**config.mk**
```make
export PLATFORM = sky130hd
export DESIGN_NAME = pe_dispatcher_flat
export DESIGN_NICKNAME = d
export VERILOG_FILES = /design/src/rtl/pe_disp_pkg.sv /design/src/rtl/pe_dispatcher_if.sv /design/src/rtl/pe_result_drain.sv /design/src/rtl/pe_dispatcher.sv /design/src/flat_wrapper.sv
export SDC_FILE = /design/constraint.sdc
export NUM_CORES = 1
export LEC_CHECK = 0
export ABC_AREA = 1
export CAP_MARGIN = 20
export CORE_MARGIN = 10
export CORE_UTILIZATION = 39
export CTS_BUF_LIST = sky130_fd_sc_hd__clkbuf_16
export CTS_CLUSTER_DIAMETER = 60
export DETAILED_ROUTE_END_ITERATION = 6
export PLACE_DENSITY = 0.84
export SLEW_MARGIN = 15
export SYNTH_ARGS = -nofsm -noshare
export SYNTH_HDL_FRONTEND = slang
export SYNTH_HIERARCHICAL = 1
export SYNTH_SLANG_ARGS = --single-unit
```
**constraint.sdc**
```tcl
create_clock -name clk -period 1.95 [get_ports clk]
set_input_delay 0.195 -clock clk [delete_from_list [all_inputs] [get_ports clk]]
set_output_delay 0.195 -clock clk [all_outputs]
set_load 0.02 [all_outputs]
```
**src/rtl/pe_disp_pkg.sv**
```systemverilog
// pe_disp_pkg: shared constants and types for the PE-array dispatcher.
//   LANES/DW/CW/LEN_W : default lane count, operand, result and length widths
//   LANE_W            : width of a lane index
//   disp_state_t      : dispatcher FSM encoding (IDLE=0, FEED=1, DRAIN=2, DONE=3)
package pe_disp_pkg;

  localparam int LANES  = 8;
  localparam int DW     = 8;
  localparam int CW     = 32;
  localparam int LEN_W  = 16;
  localparam int LANE_W = $clog2(LANES);

  typedef enum logic [1:0] {
    IDLE  = 2'd0,
    FEED  = 2'd1,
    DRAIN = 2'd2,
    DONE  = 2'd3
  } disp_state_t;

endpackage

```
**src/rtl/pe_dispatcher_if.sv**
```systemverilog
// pe_dispatcher_if: lane bus between the dispatcher and the PE array.
//   pe_a, pe_b   : operand pair broadcast to the array
//   pe_in_valid  : one-hot lane select for the operand pair
//   pe_store     : last-pair marker, subset of pe_in_valid
//   pe_c         : packed lane results, lane i at [i*CW +: CW]
//   pe_out_valid : per-lane result held until acknowledged
//   pe_out_resp  : per-lane one-cycle acknowledge
// Modports: master (dispatcher), slave (PE array).
interface pe_dispatcher_if;
  import pe_disp_pkg::*;

  logic [DW-1:0]       pe_a;
  logic [DW-1:0]       pe_b;
  logic [LANES-1:0]    pe_in_valid;
  logic [LANES-1:0]    pe_store;
  logic [LANES*CW-1:0] pe_c;
  logic [LANES-1:0]    pe_out_valid;
  logic [LANES-1:0]    pe_out_resp;

  modport master (
    output pe_a, pe_b, pe_in_valid, pe_store, pe_out_resp,
    input  pe_c, pe_out_valid
  );

  modport slave (
    input  pe_a, pe_b, pe_in_valid, pe_store, pe_out_resp,
    output pe_c, pe_out_valid
  );

endinterface

```
**src/rtl/pe_result_drain.sv**
```systemverilog
// pe_result_drain: collects lane results in lane order and presents them as a
// valid/ready stream, pulsing pe_out_resp for the lane once it is accepted.
//   clk, rst      : clock, asynchronous active-low reset
//   en            : high while the dispatcher is in DRAIN
//   pe_c          : packed lane results
//   pe_out_valid  : per-lane result-held flags
//   pe_out_resp   : one-cycle acknowledge to the accepted lane
//   m_valid/m_ready/m_data/m_lane/m_last : result stream
//   last_accept   : lane LANES-1 accepted this cycle
// Build option PE_DISP_RELU_EN: negative results are clamped to zero.
module pe_result_drain
  import pe_disp_pkg::*;
(
  input  logic                clk,
  input  logic                rst,
  input  logic                en,
  input  logic [LANES*CW-1:0] pe_c,
  input  logic [LANES-1:0]    pe_out_valid,
  output logic [LANES-1:0]    pe_out_resp,
  output logic                m_valid,
  input  logic                m_ready,
  output logic [CW-1:0]       m_data,
  output logic [LANE_W-1:0]   m_lane,
  output logic                m_last,
  output logic                last_accept
);

  localparam logic [LANES-1:0]  ONE_HOT0  = LANES'(1);
  localparam logic [LANE_W-1:0] LAST_LANE = LANE_W'(LANES - 1);

  logic [LANE_W-1:0] cur;
  logic [CW-1:0]     slice;
  logic [CW-1:0]     result;

  assign slice = pe_c[cur*CW +: CW];

`ifdef PE_DISP_RELU_EN
  assign result = slice[CW-1] ? '0 : slice;
`else
  assign result = slice;
`endif

  assign last_accept = en && m_valid && m_ready && m_last;

  // Only the lane under the cursor is ever sampled; after an accept the
  // cursor moves on, so the acknowledged lane is not re-read while the array
  // is still dropping its valid.
  always_ff @(posedge clk or negedge rst) begin
    if (!rst) begin
      cur         <= '0;
      m_valid     <= 1'b0;
      m_data      <= '0;
      m_lane      <= '0;
      m_last      <= 1'b0;
      pe_out_resp <= '0;
    end else if (!en) begin
      cur         <= '0;
      m_valid     <= 1'b0;
      pe_out_resp <= '0;
    end else begin
      pe_out_resp <= '0;
      if (m_valid) begin
        if (m_ready) begin
          m_valid     <= 1'b0;
          pe_out_resp <= ONE_HOT0 << cur;
          cur         <= cur + LANE_W'(1);
        end
      end else if (pe_out_valid[cur]) begin
        m_valid <= 1'b1;
        m_data  <= result;
        m_lane  <= cur;
        m_last  <= (cur == LAST_LANE);
      end
    end
  end

endmodule

```
**src/rtl/pe_dispatcher.sv**
```systemverilog
// pe_dispatcher: feeds operand pairs to an 8-lane PE array (interleaved lane
// order, STORE on each lane's last pair), then drains the lane results in
// order onto a valid/ready stream.
//   clk, rst       : clock, asynchronous active-low reset
//   start, cfg_len : round start and pairs-per-lane K (ignored when K == 0)
//   busy, done     : round in progress / one-cycle completion pulse
//   s_valid, s_ready, s_a, s_b : operand pair input stream
//   pe             : lane bus to the PE array (pe_dispatcher_if.master)
//   m_valid, m_ready, m_data, m_lane, m_last : result stream
// Build option PE_DISP_RELU_EN (in pe_result_drain): clamp negative results.
module pe_dispatcher
  import pe_disp_pkg::*;
(
  input  logic                 clk,
  input  logic                 rst,
  input  logic                 start,
  input  logic [LEN_W-1:0]     cfg_len,
  output logic                 busy,
  output logic                 done,
  input  logic                 s_valid,
  output logic                 s_ready,
  input  logic [DW-1:0]        s_a,
  input  logic [DW-1:0]        s_b,
  pe_dispatcher_if.master      pe,
  output logic                 m_valid,
  input  logic                 m_ready,
  output logic [CW-1:0]        m_data,
  output logic [LANE_W-1:0]    m_lane,
  output logic                 m_last
);

  localparam logic [LANES-1:0]  ONE_HOT0  = LANES'(1);
  localparam logic [LANE_W-1:0] LAST_LANE = LANE_W'(LANES - 1);

  disp_state_t       state;
  logic [LEN_W-1:0]  k_len;
  logic [LANE_W-1:0] lane;
  logic [LEN_W-1:0]  elem;
  logic              last_accept;
  logic              last_elem;

  assign last_elem = (elem == k_len - LEN_W'(1));

  pe_result_drain u_drain (
    .clk          (clk),
    .rst          (rst),
    .en           (state == DRAIN),
    .pe_c         (pe.pe_c),
    .pe_out_valid (pe.pe_out_valid),
    .pe_out_resp  (pe.pe_out_resp),
    .m_valid      (m_valid),
    .m_ready      (m_ready),
    .m_data       (m_data),
    .m_lane       (m_lane),
    .m_last       (m_last),
    .last_accept  (last_accept)
  );

  // Lane select and store are single-cycle strobes; they default to zero and
  // are only raised in FEED for a pair actually presented on s_valid.
  always_ff @(posedge clk or negedge rst) begin
    if (!rst) begin
      state          <= IDLE;
      k_len          <= '0;
      lane           <= '0;
      elem           <= '0;
      busy           <= 1'b0;
      done           <= 1'b0;
      s_ready        <= 1'b0;
      pe.pe_a        <= '0;
      pe.pe_b        <= '0;
      pe.pe_in_valid <= '0;
      pe.pe_store    <= '0;
    end else begin
      done           <= 1'b0;
      pe.pe_in_valid <= '0;
      pe.pe_store    <= '0;
      case (state)
        IDLE: begin
          if (start && cfg_len != '0) begin
            k_len   <= cfg_len;
            lane    <= '0;
            elem    <= '0;
            busy    <= 1'b1;
            s_ready <= 1'b1;
            state   <= FEED;
          end
        end
        FEED: begin
          if (s_valid) begin
            pe.pe_a        <= s_a;
            pe.pe_b        <= s_b;
            pe.pe_in_valid <= ONE_HOT0 << lane;
            if (last_elem) pe.pe_store <= ONE_HOT0 << lane;
            if (lane == LAST_LANE) begin
              lane <= '0;
              if (last_elem) begin
                s_ready <= 1'b0;
                state   <= DRAIN;
              end else begin
                elem <= elem + LEN_W'(1);
              end
            end else begin
              lane <= lane + LANE_W'(1);
            end
          end
        end
        DRAIN: begin
          if (last_accept) begin
            busy  <= 1'b0;
            done  <= 1'b1;
            state <= DONE;
          end
        end
        DONE: state <= IDLE;
        default: state <= IDLE;
      endcase
    end
  end

endmodule

```
**src/flat_wrapper.sv**
```systemverilog
// flat-port wrapper written by rule: the top's interface ports become plain ports
module pe_dispatcher_flat import pe_disp_pkg::*;
  (clk, rst, start, cfg_len, busy, done, s_valid, s_ready, s_a, s_b, m_valid, m_ready, m_data, m_lane, m_last, pe_pe_a, pe_pe_b, pe_pe_in_valid, pe_pe_store, pe_pe_out_resp, pe_pe_c, pe_pe_out_valid);
  pe_dispatcher_if pe_i ();
  input  logic clk;
  input  logic rst;
  input  logic start;
  input  logic [LEN_W-1:0] cfg_len;
  output logic busy;
  output logic done;
  input  logic s_valid;
  output logic s_ready;
  input  logic [DW-1:0] s_a;
  input  logic [DW-1:0] s_b;
  output logic m_valid;
  input  logic m_ready;
  output logic [CW-1:0] m_data;
  output logic [LANE_W-1:0] m_lane;
  output logic m_last;
  output wire logic [$bits(pe_i.pe_a)-1:0] pe_pe_a;
  output wire logic [$bits(pe_i.pe_b)-1:0] pe_pe_b;
  output wire logic [$bits(pe_i.pe_in_valid)-1:0] pe_pe_in_valid;
  output wire logic [$bits(pe_i.pe_store)-1:0] pe_pe_store;
  output wire logic [$bits(pe_i.pe_out_resp)-1:0] pe_pe_out_resp;
  input wire logic [$bits(pe_i.pe_c)-1:0] pe_pe_c;
  input wire logic [$bits(pe_i.pe_out_valid)-1:0] pe_pe_out_valid;
  assign pe_pe_a = pe_i.pe_a;
  assign pe_pe_b = pe_i.pe_b;
  assign pe_pe_in_valid = pe_i.pe_in_valid;
  assign pe_pe_store = pe_i.pe_store;
  assign pe_pe_out_resp = pe_i.pe_out_resp;
  assign pe_i.pe_c = pe_pe_c;
  assign pe_i.pe_out_valid = pe_pe_out_valid;
  pe_dispatcher u_core (.clk(clk), .rst(rst), .start(start), .cfg_len(cfg_len), .busy(busy), .done(done), .s_valid(s_valid), .s_ready(s_ready), .s_a(s_a), .s_b(s_b), .pe(pe_i), .m_valid(m_valid), .m_ready(m_ready), .m_data(m_data), .m_lane(m_lane), .m_last(m_last));
endmodule
```
==> reports/metrics.yaml <==
critical_path:
  critical_path_class: "reg -> reg"
  cp_common_cell: "nand2_1"
  worstPathArrival_ps: 2420
  crit_path_max_fanout: 7
  crit_slowest_cell: "dfrtp_1"
  crit_buf_inv: 2
  end_kind: "flip-flop"
  reg2reg_slack_ps: -160
  critical_path.top_delay_family: "simple AND/OR/NAND/NOR gates"
  crit_required_ps: 2250
  cp_slowest_stage_delay_ps: 400
  worst_setup_path_start_kind: "flip-flop"
  path_cells: "inv_2 > ha_4 > nand3_4 > nor2_8 > xor2_1 > nand2_1 > nor2_1 > nand2_1 > nor2_4 > nand3_4 > buf_4 > nand4_1 > nand2_1"
timing:
  setup_violations: 27
  fin_crit_ps: 2112
  setup_tns_ps: -2813
  final_max_slew_viol_count: 0
  final.hold.worst_slack_ps: 313.0
  max_freq_mhz: 473.5
  tightestPinTransition_ps: 547.5
  hold_violations: 0
  slew_headroom_pct: 63.46
  period_share_pct: 108.3
  rsz0062_at_grt: "yes"
  clock_skew_ps: 23.52
  setup_ws_ps: -161.8
synthesis:
  avgSynthCellArea_um2: 6.545
  synth_cell_type_count: 38
  synth-simple-area-share_pct: 39.72
  synth_xor_area_share_pct: 2.546
  synth_seq_cells: 120
  synth_cells: 1359
  synthArstFlopShare_pct: 100.0
  synth-seq-area-share_pct: 33.76
  yosys-mux-area-fraction_pct: 0
  synth_top_flop_cell: "dfrtp_1"
  synth_compound_area_share_pct: 10.69
  syn_area_um2: 8895
  synth_top_family_by_area: "simple AND/OR/NAND/NOR gates"
  synth_edf_count: 0
  synth_fa_ha_area_share_pct: 2.532
  syn_nets: 1678
  yosysWarnings: 6
cts:
  clk_pin_slew_worst_paths_ps: 60
  clock_sinks: 120
  cts_root_buf: "clkbuf_16"
  clock_path_buffers: 2
  insertion_delay_ps: 420
  cts_buffers: 17
  cts_tree: "done"
  htreeDepth: 4
routing:
  firstDrtPassIters: 5
  drc_errors: 0
  antenna_left: 0
  routed_wl_um: 38150
  via_count: 10500
  drtIter0Drc: 730
  vias_per_cell: 5.004
  drt-wirelength-per-cell_um: 18.18
power_and_ir_drop:
  pwr_density_cell_nw_per_um2: 998.5
  swShare_pct: 40.94
  power_frac_comb_pct: 50.8
  internal-power_mw: 8.518
  switchingPower_mw: 5.905
  pwr-share-clk_pct: 22.9
  pwr-share-seq_pct: 26.3
  power_leakage_nw: 6.973
  worst_ir_drop_vdd_v: 0.0006875
die:
  core_um2: 22570
  ios: 381
  dieArea_um2: 29250
  rows: 55
  start_util_pct: 39.41
  dieHeight_um: 171.0
  die_x_um: 171.0
global_routing:
  antenna_found_initial: 4
  grtUsageTotal_pct: 25.41
  grt_pass1_wl_um: 58120
  gr-total-overflow: 0
  grt_max_degree: 67
  grt_pass1_vias: 10600
run_status:
  outcome: "finished, violations left"
  violations: "negative setup slack"
finish:
  nets: 2115
  area_delta_synth_final_pct: 62.39
  utilization_pct: 63.99
  final_area_um2: 14440
  drive_gt1_share_pct: 13.38
placed_design:
  dpl.hpwl_um: 29930
  port_buffers: 380
  placed_area_um2: 13600
  place_ws_ps: -230.8
  gp_congestion: 0.9810
min_path:
  worstHoldPathType: "in -> reg"
job:
  drv_cap: 0
placed cells by master, fill, tap and decap left out, types with 2 or more instances in the layout:
cell type and count:
nand2_1 467, clkdlybuf4s50_1 379, nor2_1 168, inv_1 142, dfrtp_1 116, buf_4 94
o21ai_0 84, o211ai_1 64, nand2_2 42, nand3_1 42, nand4_1 26, xor2_1 21
clkbuf_16 17, ha_1 17, nor3_1 13, buf_12 13, nand3_2 9, nor2_2 9
nor2_4 9, inv_6 7, inv_2 7, and2_1 6, nand3_4 5, nor4_1 5
diode_2 4, nand2_4 4, nand3b_1 4, o21ai_1 4, clkinvlp_4 3, bufinv_16 3
or2_2 3, xnor2_1 3, dfrtp_2 3, inv_8 2, nor2_8 2, nor3_2 2
o22ai_1 2
timing repair:
action                                 4_1_cts  5_1_grt
hold buffers                                 1        0
buffers inserted                             4        3
gates cloned                                 1        1
setup endpoints to repair                   27       65
endpoints found under the hold margin      120        0
resized for setup                           15       26
pin swaps                                   15       10
logic make-up after synthesis:
| family | count (synthesis) |
|---|---|
| DFF | 120 |
| AOI/OAI and AO/OA | 157 |
| adders and majority gates | 18 |
| buffers and inverters | 222 |
| and+or+nand+nor | 817 |
| xor gates and xnor gates | 25 |
per-stage QoR:
| stage | power (mW) | instances |
|---|---|---|
| global placement | 10.42 | 2052 |
| CTS | 14.22 | 2090 |
| detailed placement | 10.62 | 2052 |
| floorplan | 7.332 | 1359 |
| finish | 14.42 | 2098 |
| global route | 15.32 | 2098 |
state kept, by name, summed over array words and instances (netlist names):
| register | flops |
|---|---|
| u_core/u_drain/m_lane | 3 |
| u_core/pe.pe_in_valid | 8 |
| u_core/s_ready | 1 |
| u_core/pe.pe_a | 8 |
| u_core/k_len | 16 |
| u_core/u_drain/cur | 3 |
| u_core/done | 1 |
| u_core/lane | 3 |
| u_core/u_drain/m_last | 1 |
| u_core/state | 2 |
| u_core/elem | 16 |
| u_core/busy | 1 |
| u_core/u_drain/m_valid | 1 |
| u_core/u_drain/m_data | 32 |
| u_core/pe.pe_store | 8 |
| u_core/u_drain/pe_out_resp | 8 |
| u_core/pe.pe_b | 8 |
layout make-up:
type                            count  area [um^2]
Clock buffer                       17        425.4
Sequential cell                   120         3010
Clock inverter                     15        188.9
Timing Repair Buffer              487         4770
Multi-Input combinational cell   1019         5106
Antenna cell                        4        10.01
Inverter                          151        576.8
Fill cell                        1923         8128
Tap cell                          285        356.6
power by group through the flow:
stage	sequential (mW)	combinational (mW)	clock [mW]
finish	3.79	7.33	3.30
global route	3.87	7.96	3.49
CTS	3.77	7.07	3.38
detailed placement	3.76	6.86	0
global placement	3.73	6.69	0
floorplan	4.29	3.05	0
metal layers:
layer	track usage, %	up-vias	share of wire, %
met2	45.88	422	52
met4	9.565	0	2.9
met5	0	-	0
met1	27.52	4865	37
li1	-	5154	-
met3	7.212	57	8.1
worst paths after layout:
| check | start | end | cells after the start |
|---|---|---|---|
| min in group asynchronous | rst | u_core/elem[7] | 3 |
| hold / removal | s_b[5] | u_core/pe.pe_b[5] | 3 |
| setup / recovery | u_core/k_len[1] | u_core/elem[8] | 13 |
| max in group asynchronous | rst | u_core/u_drain/cur[0] | 3 |
| hold reg to reg | u_core/u_drain/m_data[10] | u_core/u_drain/m_data[10] | 2 |
| setup reg to reg | u_core/k_len[1] | u_core/elem[8] | 13 |
worst register-to-register path: cells and delay by family (launching register included):
family                     cells  cell delay [ps]
xor gates and xnor gates       1              170
and+or+nand+nor                9              970
buffers and inverters          2              310
DFF                            1              400
adders and majority gates      1              170
synth_stat cells (9+ instances only):
| master | count | share of area [%] |
|---|---|---|
| nand3_1 | 48 | 2.7 |
| nor2_2 | 9 | 0.63 |
| o21ai_0 | 84 | 4.7 |
| buf_2 | 39 | 2.2 |
| xor2_1 | 21 | 2.1 |
| nand2_2 | 34 | 2.4 |
| ha_1 | 18 | 2.5 |
| nor2_1 | 175 | 7.4 |
| nand2_1 | 476 | 20 |
| clkbuf_1 | 21 | 0.89 |
| o211ai_1 | 64 | 5.4 |
| dfrtp_1 | 120 | 34 |
| inv_1 | 143 | 6.0 |
| nand4_1 | 26 | 1.8 |
| nor3_1 | 14 | 0.79 |
No activity file was read; power rests on OpenSTA's default activity.
